[config.mk]
export PLATFORM = sky130hd
export DESIGN_NAME = rv16_fu_result_collector
export DESIGN_NICKNAME = d
export VERILOG_FILES = /design/src/rtl/rv16_pkg.sv /design/src/rtl/rv16_rr_arbiter.sv /design/src/rtl/rv16_fu_result_collector.sv
export SDC_FILE = /design/constraint.sdc
export NUM_CORES = 1
export LEC_CHECK = 0
export BUFFER_PORTS_ARGS = -buffer_cell sky130_fd_sc_hd__buf_2
export CORE_MARGIN = 4
export CORE_UTILIZATION = 50
export DETAILED_ROUTE_END_ITERATION = 8
export PLACE_DENSITY_LB_ADDON = 0.05
export RECOVER_POWER = 25
export REMOVE_ABC_BUFFERS = 1
export SYNTH_ARGS = -nofsm -noshare
export SYNTH_HDL_FRONTEND = slang
export SYNTH_HIERARCHICAL = 1
export SYNTH_SLANG_ARGS = --single-unit
[constraint.sdc]
create_clock -name clk -period 6.3 [get_ports clk]
set_clock_uncertainty 0.05 [all_clocks]
set_input_delay 0.63 -clock clk [delete_from_list [all_inputs] [get_ports clk]]
set_output_delay 0.63 -clock clk [all_outputs]
set_load 0.01 [all_outputs]
[src/rtl/rv16_pkg.sv]
// rv16_pkg: shared types and constants for the rv16 execute-stage result return path
//    RV16_RESULT_FLAGS_EN adds zero/neg flags to each writeback entry
package rv16_pkg;
   localparam int RV16_DATA     = 16;
   localparam int RV16_REG_ADDR = 3;
   localparam int RV16_NUM_FU   = 7;
   localparam int RV16_OPCODE   = 4;

   typedef enum logic [RV16_OPCODE-1:0] {
      ADD = 4'd0,
      SUB = 4'd1,
      MUL = 4'd2,
      DIV = 4'd3,
      XOR = 4'd4,
      AND = 4'd5,
      OR  = 4'd6
   } rv16_opcode_e;

   typedef struct packed {
      logic [RV16_DATA-1:0]     data;
      logic [RV16_REG_ADDR-1:0] rd;
      rv16_opcode_e             opcode;
`ifdef RV16_RESULT_FLAGS_EN
      logic                     zero;
      logic                     neg;
`endif
   } rv16_wb_entry_t;
endpackage

[src/rtl/rv16_rr_arbiter.sv]
// rv16_rr_arbiter: round-robin one-hot arbiter with rotating priority pointer
//    clk, rst_n : clock, async active-low reset (pointer -> 0)
//    i_req      : request per requester
//    i_en       : grant permitted this cycle
//    o_grant    : one-hot grant (zero when disabled or no request)
//    o_idx      : index of the winning requester (valid when any request)
module rv16_rr_arbiter
   import rv16_pkg::*;
#(
   parameter  int N  = RV16_NUM_FU,
   localparam int PW = $clog2(N)
) (
   input  logic          clk,
   input  logic          rst_n,
   input  logic [N-1:0]  i_req,
   input  logic          i_en,
   output logic [N-1:0]  o_grant,
   output logic [PW-1:0] o_idx
);
   logic [PW-1:0] r_ptr;
   logic          w_found;

   // Scan upward from the pointer, wrapping at N-1; first requester wins.
   always_comb begin
      o_idx   = r_ptr;
      w_found = 1'b0;
      for (int k = 0; k < N; k++) begin
         if (!w_found && i_req[PW'((int'(r_ptr) + k) % N)]) begin
            w_found = 1'b1;
            o_idx   = PW'((int'(r_ptr) + k) % N);
         end
      end
      o_grant = (i_en && w_found) ? {{(N-1){1'b0}}, 1'b1} << o_idx : '0;
   end

   always_ff @(posedge clk or negedge rst_n) begin
      if (!rst_n)
         r_ptr <= '0;
      else if (i_en && w_found)
         r_ptr <= (o_idx == PW'(N - 1)) ? '0 : o_idx + 1'b1;
   end
endmodule

[src/rtl/rv16_fu_result_collector.sv]
// rv16_fu_result_collector: collects functional-unit results round-robin into a writeback FIFO
//    clk, rst_n             : clock, async active-low reset (drops all buffered results)
//    i_fu_valid/o_fu_ready  : per-unit valid/ready handshake, ready is one-hot grant
//    i_fu_result, i_fu_rd   : per-unit result and destination register slices
//    o_wb_valid/i_wb_ready  : FIFO head handshake towards writeback
//    o_wb_data/rd/opcode    : head entry; opcode is the source unit index
//    o_fifo_count           : FIFO occupancy 0..DEPTH
//    o_wb_zero/o_wb_neg     : head flags, present only with RV16_RESULT_FLAGS_EN
module rv16_fu_result_collector
   import rv16_pkg::*;
#(
   parameter  int DEPTH = 4,
   localparam int AW    = $clog2(DEPTH)
) (
   input  logic                               clk,
   input  logic                               rst_n,
   input  logic [RV16_NUM_FU-1:0]             i_fu_valid,
   input  logic [RV16_NUM_FU*RV16_DATA-1:0]   i_fu_result,
   input  logic [RV16_NUM_FU*RV16_REG_ADDR-1:0] i_fu_rd,
   output logic [RV16_NUM_FU-1:0]             o_fu_ready,
   output logic                               o_wb_valid,
   input  logic                               i_wb_ready,
   output logic [RV16_DATA-1:0]               o_wb_data,
   output logic [RV16_REG_ADDR-1:0]           o_wb_rd,
   output logic [RV16_OPCODE-1:0]             o_wb_opcode,
   output logic [AW:0]                        o_fifo_count
`ifdef RV16_RESULT_FLAGS_EN
   ,
   output logic                               o_wb_zero,
   output logic                               o_wb_neg
`endif
);
   rv16_wb_entry_t                 r_mem [DEPTH];
   logic [AW-1:0]                  r_wr, r_rd;
   logic [AW:0]                    r_count;
   logic                           w_pop, w_push, w_en;
   logic [$clog2(RV16_NUM_FU)-1:0] w_gidx;
   rv16_wb_entry_t                 w_new, w_head;

   assign o_wb_valid = r_count != '0;
   assign w_pop      = o_wb_valid & i_wb_ready;
   // A full FIFO may still accept when the head leaves in the same cycle.
   assign w_en       = rst_n & ((r_count != (AW+1)'(DEPTH)) | w_pop);
   assign w_push     = |o_fu_ready;

   rv16_rr_arbiter #(.N(RV16_NUM_FU)) u_arb (
      .clk     (clk),
      .rst_n   (rst_n),
      .i_req   (i_fu_valid),
      .i_en    (w_en),
      .o_grant (o_fu_ready),
      .o_idx   (w_gidx)
   );

   always_comb begin
      w_new        = '0;
      w_new.data   = i_fu_result[w_gidx*RV16_DATA +: RV16_DATA];
      w_new.rd     = i_fu_rd[w_gidx*RV16_REG_ADDR +: RV16_REG_ADDR];
      w_new.opcode = rv16_opcode_e'(RV16_OPCODE'(w_gidx));
`ifdef RV16_RESULT_FLAGS_EN
      w_new.zero   = ~|w_new.data;
      w_new.neg    = w_new.data[RV16_DATA-1];
`endif
   end

   always_ff @(posedge clk or negedge rst_n) begin
      if (!rst_n) begin
         r_wr    <= '0;
         r_rd    <= '0;
         r_count <= '0;
         for (int i = 0; i < DEPTH; i++) r_mem[i] <= '0;
      end else begin
         if (w_push) begin
            r_mem[r_wr] <= w_new;
            r_wr        <= r_wr + 1'b1;
         end
         if (w_pop) r_rd <= r_rd + 1'b1;
         r_count <= r_count + (AW+1)'(w_push) - (AW+1)'(w_pop);
      end
   end

   assign w_head       = r_mem[r_rd];
   assign o_wb_data    = w_head.data;
   assign o_wb_rd      = w_head.rd;
   assign o_wb_opcode  = w_head.opcode;
   assign o_fifo_count = r_count;
`ifdef RV16_RESULT_FLAGS_EN
   assign o_wb_zero    = w_head.zero;
   assign o_wb_neg     = w_head.neg;
`endif
endmodule

==> results of run 1 <==
[final timing paths]
check                      slack, ns  depth (start not counted)         endpoint
setup / recovery                0.33                         27  o_fifo_count[2]
hold / removal                  0.43                          2        r_mem[36]
setup reg to reg                0.33                         27  o_fifo_count[2]
hold reg to reg                 0.43                          2        r_mem[36]
max in group asynchronous       1.35                          2        r_mem[73]
min in group asynchronous       0.59                          1        r_mem[87]
[metal layers]
metal / GRT usage, % / wire length [um] / vias to the layer above
li1: - / - / 3530
met1: 33.0 / 9770 / 3402
met2: 39.5 / 10500 / 234
met3: 3.84 / 1400 / 54
met4: 9.69 / 842 / 0
met5: 0 / 0 / -
[synthesized netlist by cell type, types with 3 or more instances]
cell       count  area, sq um
nor3_1        11         55.1
mux4_2        24          541
mux2i_1       78          781
a2bb2oi_1      3         26.3
nor3b_1        3         22.5
o21a_1         6         45.0
nand3_1        8         40.0
a21o_1         5         37.5
clkbuf_1      19         71.3
o211ai_1      24          180
mux2_2        10          113
buf_4          9         67.6
mux2_1         8         90.1
o221a_2        4         45.0
a211oi_1       9         67.6
nor2_1        28          105
nand2b_1       9         56.3
and3_1         3         18.8
nand2_1      126          473
a31o_2         3         26.3
o21ai_0      100          500
o21ai_1        4         20.0
dfrtp_1       98         2450
inv_1         21         78.8
o21ai_4        4         65.1
buf_6          8         90.1
a31oi_1        3         18.8
nand3b_1      21          158
or2_2          3         18.8
nor4_1         4         25.0
o31ai_1        3         22.5
o2111ai_1      3         26.3
nor2b_1       15         93.8
or3_1          5         31.3
a22oi_1       20          150
a21oi_2        4         35.0
buf_2         28          140
ha_1          26          325
and2_1         7         43.8
xnor2_1       12          105
a21oi_1       19         95.1
[registers in the layout, summed over array words and instances, names as in the netlist]
signal and flops:
r_wr 2, o_fifo_count 3, u_arb/r_ptr 3, r_mem 88
r_rd 2
[stage by stage]
step | setup TNS, ns | setup slack [ns]
global placement | 0 | 0.286
global route | -0.00685 | -0.00685
floorplan | -232.30 | -2.88
finish | 0 | 0.329
detailed placement | 0 | 0.163
CTS | 0 | 0.140
[what timing repair did]
action | CTS | global route
setup endpoints to repair | 0 | 4
gates resized for setup | 0 | 6
buffers inserted | 0 | 2
[cell type report]
| class | instances | area (sq um) | share of cell area (%) |
|---|---|---|---|
| clock buffers | 10 | 229 | 2.40 |
| well taps | 216 | 270 | 2.84 |
| inverters | 25 | 93.8 | 0.986 |
| repair buffers | 222 | 1230 | 12.9 |
| multi-input cells | 679 | 5180 | 54.4 |
| flip-flops and latches | 98 | 2450 | 25.8 |
| clock inverters | 6 | 65.1 | 0.683 |
[critical path: stages, from the launching register on]
cell	delay (ns)
dfrtp_1	0.40
clkinv_1	0.10
ha_2	0.20
nand2b_1	0.21
and2_1	0.19
ha_1	0.19
ha_1	0.28
a211oi_1	0.33
a31o_2	0.20
nand2_1	0.08
o221a_2	0.28
a211oi_1	0.44
nor2_2	0.15
a311oi_1	0.29
or4_4	0.18
a22oi_4	0.06
inv_2	0.08
nor2_1	0.05
ha_1	0.17
inv_1	0.05
nor2_1	0.05
or4_4	0.51
or2_1	0.31
xnor2_1	0.16
ha_1	0.20
fa_1	0.38
xnor2_1	0.15
xnor2_1	0.12
[cells by family after synthesis]
| family | count (synthesis) | synth area share [%] |
|---|---|---|
| other | 1 | 0.0464 |
| flip-flops | 98 | 30.4 |
| buffers and inverters | 92 | 5.90 |
| multiplexers | 120 | 18.9 |
| AND/OR/NAND/NOR | 265 | 16.9 |
| adder cells (fa/ha/maj) | 27 | 4.28 |
| AO/OA/AOI/OAI | 251 | 21.8 |
| XOR/XNOR | 15 | 1.81 |
[placed cells by master (no fill, tap or decap), types with 4 or more instances in the layout]
master | netlist | layout
o211ai_1 | 24 | 24
o21ai_4 | 4 | 4
ha_1 | 26 | 25
or3_1 | 5 | 5
dfrtp_1 | 98 | 98
o21ai_1 | 4 | 4
clkbuf_16 | 0 | 9
o221a_2 | 4 | 4
nand2_1 | 126 | 126
nor2_1 | 28 | 28
and2_1 | 7 | 7
mux4_2 | 24 | 24
buf_4 | 9 | 45
nor3_1 | 11 | 11
mux2_1 | 8 | 8
a22oi_1 | 20 | 20
nand3_1 | 8 | 8
a21o_1 | 5 | 5
mux2_2 | 10 | 10
inv_1 | 21 | 20
a21oi_1 | 19 | 19
clkbuf_1 | 19 | 6
o21ai_0 | 100 | 100
a211oi_1 | 9 | 9
buf_2 | 28 | 171
o21a_1 | 6 | 6
nor4_1 | 4 | 4
nor2b_1 | 15 | 14
xnor2_1 | 12 | 12
nand3b_1 | 21 | 21
nand2b_1 | 9 | 9
mux2i_1 | 78 | 78
==> impl_metrics.csv, run 1 <==
group,metric,value,unit
outcome,outcome,"finished, violations left",
outcome,failed_checks,"max-capacitance violations, max-slew violations",
floorplan,dieArea,18300,sq um
sta,fmax,0.167,GHz
clock_network,cts_buffer_depth,2,
critical_path,cp.required,6.48,ns
floorplan,rows,46,
global_routing,grt_max_degree,85,
final_layout,layout-drive-gt1-share,30.4,%
critical_path,arrival,6.15,ns
sta,finalCriticalPeriod,5.97,ns
floorplan,initial_core_util,51.0,%
run,maxCapViolCount,2,
sta,period_share,94.8,%
min_path,hp-class,"reg -> reg",
floorplan,core,15800,sq um
route,drc,0,
route,drt_iter0_markers,358,
critical_path,crit_type,"reg -> reg",
clock_network,postCtsHoldBufs,0,
final_layout,fillers,1454,
floorplan,die_height,135,um
clock_network,path_clk_slew,0.07,ns
clock_network,cts_sinks,98,
route,viasPerCell,5.75,
floorplan,die_width,135,um
sta,setup_violations,0,
critical_path,cp-end-kind,"register",
critical_path,critPathLaunch,"u_arb/r_ptr[0]",
placed_design,numPlacedInstances,1238,
yosys,ys_warn_count,6,
clock_network,clk_latency,0.34,ns
route,first_pass_iters,7,
sta,slew_violations,102,
route,final_antenna_net_count,0,
route,vias,7220,
yosys,syn_area_per_cell,9.29,sq um
placed_design,post-dp-hpwl,16800,um
critical_path,worstSetupStartpointType,"register",
yosys,yosysSeqAreaShare,30.4,%
min_path,min_from,"r_mem[36]",
placed_design,globalplace.congestion,0.894,
sta,hold_viol,0,
yosys,async_flop_share,100,%
global_routing,gr-total-overflow,0,
final_layout,antenna_cells,0,
sta,tightest_slew,3.77,ns
global_routing,antenna_found_initial,0,
global_routing,grt_pass1_wl,35700,um
yosys,synth.ff_latch_count,98,
global_routing,grtUsageTotal,24.4,%
floorplan,io_pins,177,
yosys,synth_area,8080,sq um
yosys,synth_ff_type,"dfrtp_1",
yosys,synth_edf_count,0,
final_layout,layout.cells.non_filler,1256,
clock_network,clockRootBuffer,"clkbuf_16",
placed_design,placed_area,9200,sq um
clock_network,cts_max_level,3,
final_layout,utilization,60.2,%
yosys,syn-instance-count,869,
final_layout,nets,1205,
sta,hold-worst-slack,0.426,ns
route,wire_per_inst,17.9,um
sta,relSlewSlack,-151,%
final_layout,syn2layout_area_growth,17.9,%
final_layout,stdcell_area,9520,sq um
clock_network,cts_tree,"yes",
clock_network,cts_inserted_buffers,9,
critical_path,r2r-start,"u_arb/r_ptr[0]",
yosys,netlist-cell-type-count,96,
route,drt_wl_total,22500,um
placed_design,numPortBuffers,175,
global_routing,grt_pass1_vias,6895,
critical_path,worstPathMaxFanout,9,
Power of run 1 is left out: the tool's default activity adds up to more than one toggle a clock period on the data nets, which glitch-free logic cannot reach.
==> inputs of run 2 (changes only) <==
==> constraint.sdc (replaced) <==
create_clock -name clk -period 6.3 [get_ports clk]
set_clock_uncertainty 0.05 [all_clocks]
set_input_delay 0 -clock clk [delete_from_list [all_inputs] [get_ports clk]]
set_output_delay 0 -clock clk [all_outputs]
set_load 0.01 [all_outputs]
==> run 2 against run 1 <==
The flow still finishes with violations (max-capacitance violations, max-slew violations); sequential cell count unchanged; critical path type unchanged; register-to-register slack about the same; critical path depth decreased by 1; worst setup slack got worse by 0.014 ns; die area unchanged; first-iteration DRC count decreased by 1.1%; largest cell class unchanged.
==> impl_metrics.csv, run 2 (same netlist as run 1, synthesis figures left out) <==
group,metric,value,unit
placed_design,numPortBuffers,175,
final_layout,multi_input_area,5180,sq um
global_routing,grt_pass1_vias,6898,
critical_path,timing.rr.end,"o_fifo_count[2]",
final_layout,layout-drive-gt1-share,30.2,%
final_layout,largest_reg_flops,88,
run,maxCapViolCount,2,
route,drt_iter0_markers,354,
clock_network,path_clk_slew,0.07,ns
placed_design,globalplace.congestion,0.894,
global_routing,met3_usage,3.80,%
sta,hold_viol,0,
sta,setup_violations,0,
outcome,outcome,"finished, violations left",
final_layout,antenna_cells,0,
final_layout,fillers,1453,
critical_path,arrival,6.17,ns
route,wire_per_inst,17.9,um
floorplan,core,15800,sq um
critical_path,critPathLaunch,"u_arb/r_ptr[2]",
critical_path,worstSetupStartpointType,"register",
floorplan,io_pins,177,
global_routing,grt_pass1_wl,35700,um
sta,finalCriticalPeriod,5.99,ns
global_routing,met2_usage,39.5,%
floorplan,dieArea,18300,sq um
global_routing,grt_use_met1,33.1,%
route,viasPerCell,5.75,
floorplan,die_width,135,um
global_routing,grt_max_degree,85,
route,drc,0,
final_layout,register_area,2450,sq um
sta,period_share,95.0,%
route,vias,7235,
placed_design,pre_cts_ws,0.163,ns
critical_path,rrSetupSlack,0.31,ns
clock_network,clk_latency,0.34,ns
global_routing,gr-total-overflow,0,
critical_path,cp.required,6.48,ns
final_layout,nets,1207,
floorplan,rows,46,
critical_path,crit_type,"reg -> reg",
global_routing,antenna_found_initial,0,
critical_path,cp-end-kind,"register",
final_layout,final_common_cell,"buf_2",
global_routing,grt.busiest_layer,"met2",
critical_path,worstPathMaxFanout,8,
floorplan,die_height,135,um
final_layout,layout.cells.non_filler,1258,
clock_network,cts_tree,"yes",
placed_design,numPlacedInstances,1238,
clock_network,clockRootBuffer,"clkbuf_16",
clock_network,cts_buffer_depth,2,
sta,fmax,0.167,GHz
critical_path,r2r-start,"u_arb/r_ptr[2]",
final_layout,layout_common_cells,"170 x buf_2, 126 x nand2_1, 100 x o21ai_0",
critical_path,r2r_cells,26,
clock_network,cts_max_level,3,
sta,slew_violations,102,
placed_design,post-dp-hpwl,16800,um
critical_path,crit_path_end,"o_fifo_count[2]",
route,final_antenna_net_count,0,
final_layout,utilization,60.3,%
clock_network,cts_sinks,98,
sta,hold-worst-slack,0.0846,ns
outcome,failed_checks,"max-capacitance violations, max-slew violations",
clock_network,cts_inserted_buffers,9,
global_routing,grtUsageTotal,24.4,%
min_path,hp-class,"in -> reg",
route,first_pass_iters,5,
final_layout,syn2layout_area_growth,18.1,%
final_layout,largest-register,"r_mem",
sta,fin_ws,0.315,ns
sta,relSlewSlack,-151,%
floorplan,initial_core_util,51.0,%
sta,tightest_slew,3.76,ns
route,drt_wl_total,22500,um
## run 2: changes by cell type in the layout (fill, tap and decap cells not counted)
cell / change
dlygate4sd3_1: +2
buf_2: -1
clkbuf_1: +1
## run 2: worst max-delay path, cell delays in order, from the launching register on
cell and delay [ns]:
dfrtp_1 0.48, inv_1 0.21, ha_1 0.27, a21oi_2 0.17, inv_1 0.15, ha_1 0.31
nand4b_1 0.24, o211ai_1 0.28, a2bb2oi_1 0.28, o221ai_1 0.18, mux2i_1 0.18, o21ai_2 0.15
o311a_1 0.37, o21ai_1 0.22, a22oi_4 0.10, inv_2 0.09, nor2_1 0.05, ha_1 0.17
inv_1 0.05, nor2_1 0.05, or4_4 0.51, or2_1 0.31, xnor2_1 0.16, ha_1 0.20
fa_1 0.38, xnor2_1 0.15, xnor2_1 0.12
## run 2: cell type report
cell class	instances	share of cell area, %
Multi-Input combinational cell	679	54.3
Sequential cell	98	25.7
Timing Repair Buffer	224	13.1
Tap cell	216	2.83
Clock buffer	10	2.40
Inverter	25	0.984
Clock inverter	6	0.682
## run 2: through the flow
| stage | cell area, sq um | TNS (ns) |
|---|---|---|
| after CTS | 9510 | 0 |
| after global placement | 9200 | 0 |
| after global routing | 9540 | -0.00685 |
| after detailed placement | 9200 | 0 |
| after floorplan | 7690 | -227.89 |
| final | 9540 | 0 |
## run 2: worst min-delay path by stage
stage / start / endpoint / slack [ns] / depth (start not counted)
4_1_cts: rst_n / r_mem[87] / 0.06 / 2
3_3_place_gp: rst_n / r_mem[87] / -0.11 / 1
3_5_place_dp: rst_n / r_mem[87] / -0.11 / 1
5_1_grt: i_fu_rd[17] / r_mem[75] / 0.12 / 5
6_report: i_fu_result[91] / r_mem[41] / 0.08 / 5
2_1_floorplan: rst_n / o_fifo_count[0] / -0.35 / 0
## run 2: layer usage
layer	part of all wire, %	routed length [um]
met4	3.6	804
met2	47	10500
met5	0	0
met1	44	9810
met3	6.1	1380
## run 2: timing repair
item	CTS	global route
buffers inserted	0	2
endpoints found under the hold margin	28	0
resized for setup	0	6
setup endpoints to repair	0	4
hold buffers	2	0
Power of run 2 is left out for the same reason.
==> inputs of run 3 (changes only) <==
Settings changed: ABC_AREA set to 1.
==> run 3 against run 2 <==
The run still ends with max-capacitance violations, max-slew violations left; sequential share of layout area fell by 0.48 points; sequential cell count is the same; first-iteration DRC count rose by 53%.
==> impl_metrics.csv, run 3 <==
group,metric,value,unit
clock_network,path_clk_slew,0.07,ns
outcome,failed_checks,"max-capacitance violations, max-slew violations",
route,drt_wl_total,25100,um
yosys,synthSimpleGateAreaFrac,45.2,%
sta,hold_viol,0,
yosys,muxShareOfSynthArea,0.117,%
yosys,synth_area,8530,sq um
sta,finalCriticalPeriod,5.76,ns
yosys,yosysMostFrequentCell,"nand2_1",
critical_path,worstPathMaxFanout,21,
floorplan,die_width,139,um
critical_path,crit_family,"simple AND/OR/NAND/NOR gates",
sta,relSlewSlack,-94.9,%
yosys,synth_edf_count,0,
floorplan,dieArea,19200,sq um
yosys,synthTopCellsByArea,"dfrtp_1 29%, nand2_1 19%, nand3_1 11%",
yosys,netlist-cell-type-count,48,
critical_path,crit_type,"reg -> reg",
critical_path,crit_top_cell,"nand2_1",
final_layout,utilization,58.5,%
critical_path,arrival,5.98,ns
yosys,synthAdderAreaFrac,4.05,%
sta,slew_violations,102,
global_routing,grt_max_degree,77,
route,final_antenna_net_count,0,
global_routing,grtUsageTotal,25.5,%
sta,setup_violations,0,
final_layout,final_common_cell,"nand2_1",
clock_network,clockRootBuffer,"clkbuf_16",
route,viasPerCell,5.25,
clock_network,clk_latency,0.35,ns
sta,rsz0062_at_grt,"no",
route,drc,0,
placed_design,pre_cts_ws,0.361,ns
yosys,async_flop_share,100,%
clock_network,cts_inserted_buffers,9,
clock_network,cts_tree,"yes",
yosys,synth_ff_type,"dfrtp_1",
critical_path,cp-end-kind,"register",
run,maxCapViolCount,2,
final_layout,largest_reg_flops,88,
floorplan,core,16600,sq um
yosys,yosysSeqAreaShare,28.7,%
global_routing,antenna_found_initial,0,
critical_path,worstSetupStartpointType,"register",
critical_path,crit_path_top_delay_cell,"dfrtp_2",
sta,fin_ws,0.538,ns
yosys,synthXorXnorAreaFrac,1.58,%
clock_network,cts_max_level,3,
critical_path,cp.required,6.52,ns
critical_path,crit_path_max_incr_delay,0.43,ns
yosys,synth.ff_latch_count,98,
sta,fmax,0.174,GHz
route,first_pass_iters,5,
floorplan,io_pins,177,
final_layout,layout-drive-gt1-share,21.9,%
critical_path,crit_cells,39,
yosys,yosysTopAreaCell,"dfrtp_1",
final_layout,layout_common_cells,"422 x nand2_1, 189 x nand3_1, 170 x buf_2",
placed_design,numPortBuffers,175,
final_layout,syn2layout_area_growth,14.1,%
critical_path,path_buf_inv,7,
route,drt_iter0_markers,542,
yosys,synth_common_cells,"422 x nand2_1, 189 x nand3_1, 143 x inv_1",
yosys,syn_area_per_cell,6.48,sq um
final_layout,largest-register,"r_mem",
global_routing,grt_pass1_vias,8265,
global_routing,grt_pass1_wl,41100,um
placed_design,post-dp-hpwl,17300,um
floorplan,initial_core_util,51.3,%
critical_path,r2r_cells,39,
yosys,syn-instance-count,1316,
clock_network,cts_sinks,98,
final_layout,nets,1630,
sta,tightest_slew,2.92,ns
clock_network,cts_buffer_depth,2,
global_routing,gr-total-overflow,0,
yosys,ys_warn_count,6,
min_path,whs_path_depth,3,
route,wire_per_inst,14.9,um
outcome,outcome,"finished, violations left",
placed_design,globalplace.congestion,0.976,
floorplan,die_height,139,um
floorplan,rows,47,
yosys,synth_compound_area_share,7.86,%
final_layout,antenna_cells,0,
min_path,hp-class,"in -> reg",
sta,period_share,91.5,%
route,vias,8849,
yosys,yosysTopAreaCellShare,28.7,%
yosys,synth_top_family_by_area,"simple AND/OR/NAND/NOR gates",
run 3: cell count changes in the layout (fill, tap and decap cells not counted), sizes merged, moves of 24 or more:
cell   previous run  this run
mux2i            78         1
inv              23       175
nand2           126       458
nand3             8       221
buf             216       186
o21ai           109        70
mux4             24         0
nor2             29       114
run 3: layer usage:
layer  track usage [%]  vias to the layer above  share of wire [%]  wire [um]
met1              32.9                     4073                 42      10500
met5                 0                        -                  0          0
met4              7.72                        0                2.3        572
met2              44.7                      286                 50      12500
li1                  -                     4443                  -          -
met3              3.48                       47                5.7       1420
run 3: through the flow:
stage | cell area, sq um | hold slack [ns] | std cells | setup TNS [ns]
finish | 9730 | 0.0139 | 1685 | 0
global route | 9730 | 0.0513 | 1685 | 0
CTS | 9710 | 0.0307 | 1681 | 0
detailed placement | 9390 | 0.0343 | 1664 | 0
global placement | 9390 | 0.0281 | 1664 | 0
floorplan | 8130 | -0.346 | 1256 | -14.65
run 3: final cells by class:
type	count	area, sq um
fillers	1718	6910
multi-input cells	985	5030
flip-flops and latches	98	2450
repair buffers	193	1000
inverters	173	654
well taps	220	275
clock buffers	11	243
clock inverters	5	67.6
run 3: kinds of logic after synthesis:
kind of cell	after synthesis
buf+inv	233
mux	1
fa+ha+maj	27
xor+xnor	12
other cells	1
simple gates	828
flops	98
compound gates	116
run 3: worst register-to-register path: cells and delay by family, from the launching register on:
family	cells	cell delay [ns]
buffers and inverters	7	0.64
AO/OA/AOI/OAI	1	0.11
flip-flops	1	0.43
AND/OR/NAND/NOR	23	2.61
XOR/XNOR	2	0.34
adder cells (fa/ha/maj)	6	1.51
run 3: final timing paths:
check,startpoint,end,slack (ns)
min in group asynchronous,rst_n,r_mem[79],1.07
max,u_arb/r_ptr[1],o_fifo_count[2],0.54
min reg2reg,r_mem[47],r_mem[47],0.42
max in group asynchronous,rst_n,u_arb/r_ptr[1],1.37
min,i_wb_ready,r_rd[0],0.01
max reg2reg,u_arb/r_ptr[1],o_fifo_count[2],0.54
run 3: what timing repair did:
item,CTS,global route
buffers inserted,0,4
hold endpoints to repair,50,0
hold buffers,1,0
resized for setup,0,3
setup endpoints to repair,0,46
Power of run 3 is left out for the same reason.
